--- src/rtl/rv_ctrl_pkg.sv ---
// rtl/rv_ctrl_pkg.sv - shared types and encodings for the multicycle main controller
// State enumeration, opcode constants, datapath select encodings and the control word.
package rv_ctrl_pkg;

  typedef enum logic [3:0] {
    S_FETCH    = 4'd0,
    S_DECODE   = 4'd1,
    S_MEMADR   = 4'd2,
    S_MEMREAD  = 4'd3,
    S_MEMWB    = 4'd4,
    S_MEMWRITE = 4'd5,
    S_EXECR    = 4'd6,
    S_EXECI    = 4'd7,
    S_ALUWB    = 4'd8,
    S_BEQ      = 4'd9,
    S_JAL      = 4'd10,
    S_JALR     = 4'd11,
    S_JLINK    = 4'd12,
    S_LUI      = 4'd13,
    S_AUIPC    = 4'd14,
    S_TRAP     = 4'd15
  } state_t;

  localparam logic [6:0] OP_LOAD   = 7'h03;
  localparam logic [6:0] OP_STORE  = 7'h23;
  localparam logic [6:0] OP_RTYPE  = 7'h33;
  localparam logic [6:0] OP_ITYPE  = 7'h13;
  localparam logic [6:0] OP_BRANCH = 7'h63;
  localparam logic [6:0] OP_JAL    = 7'h6F;
  localparam logic [6:0] OP_JALR   = 7'h67;
  localparam logic [6:0] OP_LUI    = 7'h37;
  localparam logic [6:0] OP_AUIPC  = 7'h17;

  localparam logic [1:0] SRCA_PC    = 2'b00;
  localparam logic [1:0] SRCA_OLDPC = 2'b01;
  localparam logic [1:0] SRCA_A     = 2'b10;

  localparam logic [1:0] SRCB_WD    = 2'b00;
  localparam logic [1:0] SRCB_IMM   = 2'b01;
  localparam logic [1:0] SRCB_FOUR  = 2'b10;

  localparam logic [1:0] ALUOP_ADD   = 2'b00;
  localparam logic [1:0] ALUOP_SUB   = 2'b01;
  localparam logic [1:0] ALUOP_FUNCT = 2'b10;

  localparam logic [1:0] RES_ALUOUT    = 2'b00;
  localparam logic [1:0] RES_DATA      = 2'b01;
  localparam logic [1:0] RES_ALURESULT = 2'b10;
  localparam logic [1:0] RES_IMMEXT    = 2'b11;

  typedef struct packed {
    logic       memreq;
    logic       adrsrc;
    logic       irwrite;
    logic       pcupdate;
    logic       branch;
    logic       regwrite;
    logic       memwrite;
    logic [1:0] alusrca;
    logic [1:0] alusrcb;
    logic [1:0] aluop;
    logic [1:0] resultsrc;
    logic       trap;
  } ctrl_t;

endpackage

--- src/rtl/mc_maindec_if.sv ---
// rtl/mc_maindec_if.sv - controller-to-datapath signal bundle
// master = controller side, slave = datapath/memory side.
interface mc_maindec_if #(
  parameter int CNT_W = 32
);
  logic [6:0]       op;
  logic             MemReady;
  logic             MemReq;
  logic             AdrSrc;
  logic             IRWrite;
  logic             PCUpdate;
  logic             Branch;
  logic             RegWrite;
  logic             MemWrite;
  logic [1:0]       ALUSrcA;
  logic [1:0]       ALUSrcB;
  logic [1:0]       ALUOp;
  logic [1:0]       ResultSrc;
  logic             Trap;
  logic [CNT_W-1:0] InstRet;

  modport master (
    input  op, MemReady,
    output MemReq, AdrSrc, IRWrite, PCUpdate, Branch, RegWrite, MemWrite,
           ALUSrcA, ALUSrcB, ALUOp, ResultSrc, Trap, InstRet
  );

  modport slave (
    output op, MemReady,
    input  MemReq, AdrSrc, IRWrite, PCUpdate, Branch, RegWrite, MemWrite,
           ALUSrcA, ALUSrcB, ALUOp, ResultSrc, Trap, InstRet
  );
endinterface

--- src/rtl/mc_ctrl_outdec.sv ---
// rtl/mc_ctrl_outdec.sv - combinational state to control word decode
// FETCH raises irwrite/pcupdate unconditionally; the top gates them with memory ready.
module mc_ctrl_outdec
  import rv_ctrl_pkg::*;
(
  input  state_t state,
  output ctrl_t  cw
);

  always_comb begin
    cw = '0;
    case (state)
      S_FETCH: begin
        cw.memreq    = 1'b1;
        cw.irwrite   = 1'b1;
        cw.pcupdate  = 1'b1;
        cw.alusrca   = SRCA_PC;
        cw.alusrcb   = SRCB_FOUR;
        cw.aluop     = ALUOP_ADD;
        cw.resultsrc = RES_ALURESULT;
      end
      S_DECODE: begin
        cw.alusrca = SRCA_OLDPC;
        cw.alusrcb = SRCB_IMM;
      end
      S_MEMADR: begin
        cw.alusrca = SRCA_A;
        cw.alusrcb = SRCB_IMM;
      end
      S_MEMREAD: begin
        cw.memreq = 1'b1;
        cw.adrsrc = 1'b1;
      end
      S_MEMWB: begin
        cw.resultsrc = RES_DATA;
        cw.regwrite  = 1'b1;
      end
      S_MEMWRITE: begin
        cw.memreq   = 1'b1;
        cw.adrsrc   = 1'b1;
        cw.memwrite = 1'b1;
      end
      S_EXECR: begin
        cw.alusrca = SRCA_A;
        cw.alusrcb = SRCB_WD;
        cw.aluop   = ALUOP_FUNCT;
      end
      S_EXECI: begin
        cw.alusrca = SRCA_A;
        cw.alusrcb = SRCB_IMM;
        cw.aluop   = ALUOP_FUNCT;
      end
      S_ALUWB: begin
        cw.resultsrc = RES_ALUOUT;
        cw.regwrite  = 1'b1;
      end
      S_BEQ: begin
        cw.alusrca = SRCA_A;
        cw.alusrcb = SRCB_WD;
        cw.aluop   = ALUOP_SUB;
        cw.branch  = 1'b1;
      end
      // ALUOut still holds the target computed in DECODE; the ALU now forms the link value.
      S_JAL: begin
        cw.alusrca  = SRCA_OLDPC;
        cw.alusrcb  = SRCB_FOUR;
        cw.pcupdate = 1'b1;
      end
      S_JALR: begin
        cw.alusrca   = SRCA_A;
        cw.alusrcb   = SRCB_IMM;
        cw.resultsrc = RES_ALURESULT;
        cw.pcupdate  = 1'b1;
      end
      S_JLINK: begin
        cw.alusrca = SRCA_OLDPC;
        cw.alusrcb = SRCB_FOUR;
      end
      S_LUI: begin
        cw.resultsrc = RES_IMMEXT;
        cw.regwrite  = 1'b1;
      end
      S_AUIPC: begin
        cw.alusrca = SRCA_OLDPC;
        cw.alusrcb = SRCB_IMM;
      end
      S_TRAP: begin
        cw.trap = 1'b1;
      end
      default: cw = '0;
    endcase
  end

endmodule

--- src/rtl/mc_maindec.sv ---
// rtl/mc_maindec.sv - multicycle RISC-V main control FSM
// Holds state, next-state decode, memory-ready gating, reset gating and the retire counter.
module mc_maindec
  import rv_ctrl_pkg::*;
#(
  parameter bit MEM_HANDSHAKE = 1'b1,
  parameter bit EXT_U         = 1'b1,
  parameter int CNT_W         = 32
) (
  input logic          clk,
  input logic          reset,
  mc_maindec_if.master bus
);

  state_t           state, state_n;
  ctrl_t            cw;
  logic             ready;
  logic [CNT_W-1:0] instret;

  assign ready = MEM_HANDSHAKE ? bus.MemReady : 1'b1;

  always_ff @(posedge clk) begin
    if (reset) state <= S_FETCH;
    else       state <= state_n;
  end

  always_comb begin
    state_n = state;
    case (state)
      S_FETCH:    if (ready) state_n = S_DECODE;
      S_DECODE: begin
        state_n = S_TRAP;
        case (bus.op)
          OP_LOAD, OP_STORE: state_n = S_MEMADR;
          OP_RTYPE:          state_n = S_EXECR;
          OP_ITYPE:          state_n = S_EXECI;
          OP_BRANCH:         state_n = S_BEQ;
          OP_JAL:            state_n = S_JAL;
          OP_JALR:           if (EXT_U) state_n = S_JALR;
          OP_LUI:            if (EXT_U) state_n = S_LUI;
          OP_AUIPC:          if (EXT_U) state_n = S_AUIPC;
          default:           state_n = S_TRAP;
        endcase
      end
      S_MEMADR:   state_n = (bus.op == OP_LOAD) ? S_MEMREAD : S_MEMWRITE;
      S_MEMREAD:  if (ready) state_n = S_MEMWB;
      S_MEMWB:    state_n = S_FETCH;
      S_MEMWRITE: if (ready) state_n = S_FETCH;
      S_EXECR:    state_n = S_ALUWB;
      S_EXECI:    state_n = S_ALUWB;
      S_ALUWB:    state_n = S_FETCH;
      S_BEQ:      state_n = S_FETCH;
      S_JAL:      state_n = S_ALUWB;
      S_JALR:     state_n = S_JLINK;
      S_JLINK:    state_n = S_ALUWB;
      S_LUI:      state_n = S_FETCH;
      S_AUIPC:    state_n = S_ALUWB;
      S_TRAP:     state_n = S_TRAP;
      default:    state_n = S_FETCH;
    endcase
  end

  // An instruction retires on the edge that returns the FSM to FETCH.
  always_ff @(posedge clk) begin
    if (reset)
      instret <= '0;
    else if (state != S_FETCH && state_n == S_FETCH)
      instret <= instret + CNT_W'(1);
  end

  mc_ctrl_outdec u_outdec (
    .state (state),
    .cw    (cw)
  );

  assign bus.MemReq    = cw.memreq;
  assign bus.AdrSrc    = cw.adrsrc;
  assign bus.ALUSrcA   = cw.alusrca;
  assign bus.ALUSrcB   = cw.alusrcb;
  assign bus.ALUOp     = cw.aluop;
  assign bus.ResultSrc = cw.resultsrc;
  assign bus.InstRet   = instret;

  // Architectural writes are suppressed combinationally so a mid-instruction reset cannot commit.
  assign bus.IRWrite   = cw.irwrite & ready & ~reset;
  assign bus.PCUpdate  = cw.pcupdate & (ready | (state != S_FETCH)) & ~reset;
  assign bus.Branch    = cw.branch & ~reset;
  assign bus.RegWrite  = cw.regwrite & ~reset;
  assign bus.MemWrite  = cw.memwrite & ~reset;
  assign bus.Trap      = cw.trap & ~reset;

endmodule

--- src/flat_wrapper.sv ---
// flat-port wrapper written by rule: the top's interface ports become plain ports
module mc_maindec_flat import rv_ctrl_pkg::*;
#(
  parameter bit MEM_HANDSHAKE = 1'b1,
  parameter bit EXT_U         = 1'b1,
  parameter int CNT_W         = 32
)
  (clk, reset, bus_op, bus_MemReady, bus_MemReq, bus_AdrSrc, bus_IRWrite, bus_PCUpdate, bus_Branch, bus_RegWrite, bus_MemWrite, bus_ALUSrcA, bus_ALUSrcB, bus_ALUOp, bus_ResultSrc, bus_Trap, bus_InstRet);
  mc_maindec_if #(.CNT_W(CNT_W)) bus_i ();
  input logic clk;
  input logic reset;
  input wire logic [$bits(bus_i.op)-1:0] bus_op;
  input wire logic [$bits(bus_i.MemReady)-1:0] bus_MemReady;
  output wire logic [$bits(bus_i.MemReq)-1:0] bus_MemReq;
  output wire logic [$bits(bus_i.AdrSrc)-1:0] bus_AdrSrc;
  output wire logic [$bits(bus_i.IRWrite)-1:0] bus_IRWrite;
  output wire logic [$bits(bus_i.PCUpdate)-1:0] bus_PCUpdate;
  output wire logic [$bits(bus_i.Branch)-1:0] bus_Branch;
  output wire logic [$bits(bus_i.RegWrite)-1:0] bus_RegWrite;
  output wire logic [$bits(bus_i.MemWrite)-1:0] bus_MemWrite;
  output wire logic [$bits(bus_i.ALUSrcA)-1:0] bus_ALUSrcA;
  output wire logic [$bits(bus_i.ALUSrcB)-1:0] bus_ALUSrcB;
  output wire logic [$bits(bus_i.ALUOp)-1:0] bus_ALUOp;
  output wire logic [$bits(bus_i.ResultSrc)-1:0] bus_ResultSrc;
  output wire logic [$bits(bus_i.Trap)-1:0] bus_Trap;
  output wire logic [$bits(bus_i.InstRet)-1:0] bus_InstRet;
  assign bus_i.op = bus_op;
  assign bus_i.MemReady = bus_MemReady;
  assign bus_MemReq = bus_i.MemReq;
  assign bus_AdrSrc = bus_i.AdrSrc;
  assign bus_IRWrite = bus_i.IRWrite;
  assign bus_PCUpdate = bus_i.PCUpdate;
  assign bus_Branch = bus_i.Branch;
  assign bus_RegWrite = bus_i.RegWrite;
  assign bus_MemWrite = bus_i.MemWrite;
  assign bus_ALUSrcA = bus_i.ALUSrcA;
  assign bus_ALUSrcB = bus_i.ALUSrcB;
  assign bus_ALUOp = bus_i.ALUOp;
  assign bus_ResultSrc = bus_i.ResultSrc;
  assign bus_Trap = bus_i.Trap;
  assign bus_InstRet = bus_i.InstRet;
  mc_maindec #(.MEM_HANDSHAKE(MEM_HANDSHAKE), .EXT_U(EXT_U), .CNT_W(CNT_W)) u_core (.clk(clk), .reset(reset), .bus(bus_i));
endmodule
--- config.mk ---
export PLATFORM = sky130hd
export DESIGN_NAME = mc_maindec_flat
export DESIGN_NICKNAME = d
export VERILOG_FILES = /design/src/rtl/rv_ctrl_pkg.sv /design/src/rtl/mc_maindec_if.sv /design/src/rtl/mc_ctrl_outdec.sv /design/src/rtl/mc_maindec.sv /design/src/flat_wrapper.sv
export SDC_FILE = /design/constraint.sdc
export NUM_CORES = 1
export LEC_CHECK = 0
export ABC_CLOCK_PERIOD_IN_PS = 3400
export CORE_AREA = 2 2 78 61
export DETAILED_ROUTE_END_ITERATION = 7
export DIE_AREA = 0 0 80 63
export PLACE_DENSITY = 0.9
export SLEW_MARGIN = 20
export SYNTH_ARGS = -nofsm -noshare
export SYNTH_HDL_FRONTEND = slang
export SYNTH_SLANG_ARGS = --single-unit
--- constraint.sdc ---
create_clock -name clk -period 3.4 [get_ports clk]
set_input_delay 0.68 -clock clk [delete_from_list [all_inputs] [get_ports clk]]
set_output_delay 0.68 -clock clk [all_outputs]
set_load 0.005 [all_outputs]
==> results.toml <==
[critical_path]
reg2reg_slack_ns = 0.92
crit_required_ns = 2.72
worst-path-max-fanout = 7
r2r_cells = 5
worst-setup-path-type = "in -> out"
end_kind = "primary output"
critPathArrivalTime_ns = 2.26
rr_startpoint = "u_core.state[0]"
reg2reg_to = "u_core.bus.InstRet[18]"
start_kind = "primary input"

[timing]
skew_ns = 0.008143
maxSlewViolCount = 0
worst_pin_slew_ns = 0.6925
rsz0062_at_grt = "false"
finalCritPeriodShare_pct = 86.35
fin_setup_tns_ns = 0
period_minus_slack_ns = 2.936
setup_viol = 0
maxSlewHeadroom_pct = 53.77
max_freq_mhz = 340.6
worst_hold_slack_ns = 0.5147
hold_viol = 0

[synthesis]
synthArstFlopShare_pct = 0
synth_xor_area_share_pct = 6.080
synth.mux.area_fraction_pct = 0.5211
synth_fa_ha_area_share_pct = 0.5790
synth-seq-area-share_pct = 33.35
yosysMostFrequentCell = "dfxtp_1"
yosys-top-cells-count = "36 x dfxtp_1, 31 x a21oi_1, 28 x nand2_1"
synth_compound_area_share_pct = 18.47
synth_cell_type_count = 39
yosys.area_share.simple_pct = 36.25
syn_area_um2 = 2161
synth.area.top_cells = "dfxtp_1 33%, a21oi_1 7.2%, xnor2_1 5.7%, o21ai_0 5.3%, nand2_1 4.9%"
synth_edf_count = 0
synth_cells = 297
synth.avg_cell_area_um2 = 7.275
yosysTopAreaCellShare_pct = 33.35
synth_warnings = 0
synth_top_area_cell = "dfxtp_1"
synth_seq_cells = 36
synth_top_family_by_area = "simple AND/OR/NAND/NOR gates"
syn_nets = 308
synthFlopType = "dfxtp_1"

[floorplanning]
die_height_um = 63
dieArea_um2 = 5040
die_x_um = 80
design.core.area_um2 = 4309
pin_count = 58
initial_core_util_pct = 50.15
core.rowCount = 21

[clock_network]
hold_buffers = 0
cts_tree = "built"
numCtsBuffers = 5
cts_root_buf = "clkbuf_8"
cts.reportedPaths.clkPinSlew_ns = 0.07
cts_setup_buffers = 0
htree_levels = 2
clockBufferDepth = 2
clkLatencyLatePin_ns = 0.28
cts_sinks = 36
post_cts_resized = 0

[hold_path]
worstHoldStart = "u_core.bus.InstRet[29]"
holdPathStages = 2
min_to = "u_core.bus.InstRet[29]"
hp-class = "reg -> reg"

[global_route]
grt_util_met3_pct = 4.913
grt.total_usage_pct = 24.47
grt_remaining_overflow = 0
grt_antenna_before_repair = 0
grt_busiest_layer = "met1"
use_met1_pct = 36.92
grt_pass1_wl_mm = 10.08
use_met2_pct = 35.73
grt_pass1_vias = 2138
grt_max_degree = 37

[finish]
n_antenna_cell = 0
fin_cells = 406
syn_to_final_growth_pct = 32.43
seq_area_um2 = 720.7
multiInputGateArea_um2 = 1338
drive_gt1_share_pct = 5.158
finalInstanceArea_um2 = 2861
num-fill-cells = 383
final_util_pct = 66.41
fin_nets = 359

[place]
io_buffers = 57
dp_cells = 398
dp_hpwl_mm = 4.041
globalplace.congestion = 0.8538
placed_area_um2 = 2771

[drt]
ant_nets = 0
dr.pass1.iters = 4
wire_per_inst_um = 14.10
wl_mm = 5.726
drt_iter0_drc = 245
vias_per_cell = 5.828
num_vias = 2366
drc = 0

[status]
run_status = "complete, no violations"

[flow_run]
cap_violations = 0

[pwr]
p_leak_nw = 0.9004
ir_worst_vdd_uv = 395.4
p_per_area_nw_per_um2 = 539.1
per-layer routing:
| metal | wire [µm] | part of all wire [%] | vias up |
|---|---|---|---|
| li1 | - | - | 1196 |
| met1 | 2726 | 48 | 1073 |
| met2 | 2570 | 45 | 92 |
| met3 | 398 | 7.0 | 5 |
| met4 | 30 | 0.52 | 0 |
| met5 | 0 | 0 | - |
kinds of logic (layout without fill, tap and decap cells):
logic type                 after synthesis  after routing
AOI/OAI and AO/OA                       71             71
xor gates and xnor gates                15             15
adders and majority gates                1              1
buffers and inverters                   27             79
DFF                                     36             36
muxes                                    1              1
and+or+nand+nor                        146            146
power by group:
| part | internal (mW) | leakage (nW) | switching (mW) | total, mW |
|---|---|---|---|---|
| registers | 0.449 | 0.291 | 0.0802 | 0.529 |
| logic | 0.339 | 0.564 | 0.367 | 0.706 |
| clock network | 0.165 | 0.0455 | 0.142 | 0.307 |
stage by stage:
stage	power (mW)	setup slack (ns)
after floorplan	0.9317	1.419
after global placement	1.219	0.5149
after detailed placement	1.227	0.4719
after CTS	1.534	0.4706
after global routing	1.639	0.3095
final	1.543	0.4641
worst max-delay path: stages:
cell	delay, ns
clkdlybuf4s50_1	0.57
nand2b_1	0.12
nor3_1	0.17
a21oi_1	0.06
nor3_1	0.15
clkdlybuf4s50_1	0.52
placed cells by master, fill, tap and decap left out, types with 3 or more instances in the layout:
cell             instances
nor2b_1                  3
nor3_1                  17
nand2b_1                 5
a21o_1                   3
or4_1                    5
nor2_1                  25
nand2_1                 28
clkdlybuf4s50_1         57
a21oi_1                 31
and4_1                   3
xnor2_1                 14
dfxtp_1                 36
a31oi_1                  3
buf_4                    5
o31ai_1                  4
or3_2                    3
nor4_1                  10
nand3_1                 15
nand4_1                 10
o21ai_0                 23
inv_1                    8
clkbuf_8                 6
or3_1                   13
how the worst max path moves through the flow:
stage                          from              to  slack [ns]  cells after the start
floorplan           u_core.state[3]  bus_ALUSrcB[1]        1.42                      6
global placement       bus_MemReady    bus_PCUpdate        0.51                      6
detailed placement     bus_MemReady    bus_PCUpdate        0.47                      6
CTS                    bus_MemReady    bus_PCUpdate        0.47                      6
global route        u_core.state[3]  bus_ALUSrcB[0]        0.31                      6
finish                 bus_MemReady    bus_PCUpdate        0.46                      6
sequential cells by signal, indices dropped and copies added, names as in the netlist:
register / cells
u_core.bus.InstRet: 32
u_core.state: 4
layout make-up:
type                            instances  area share [%]
Multi-Input combinational cell        234           46.74
Sequential cell                        36           25.19
Timing Repair Buffer                   62           21.25
Clock buffer                            8           3.148
Tap cell                               57           2.492
Inverter                                9           1.181
No activity file was read; power rests on OpenSTA's default activity.
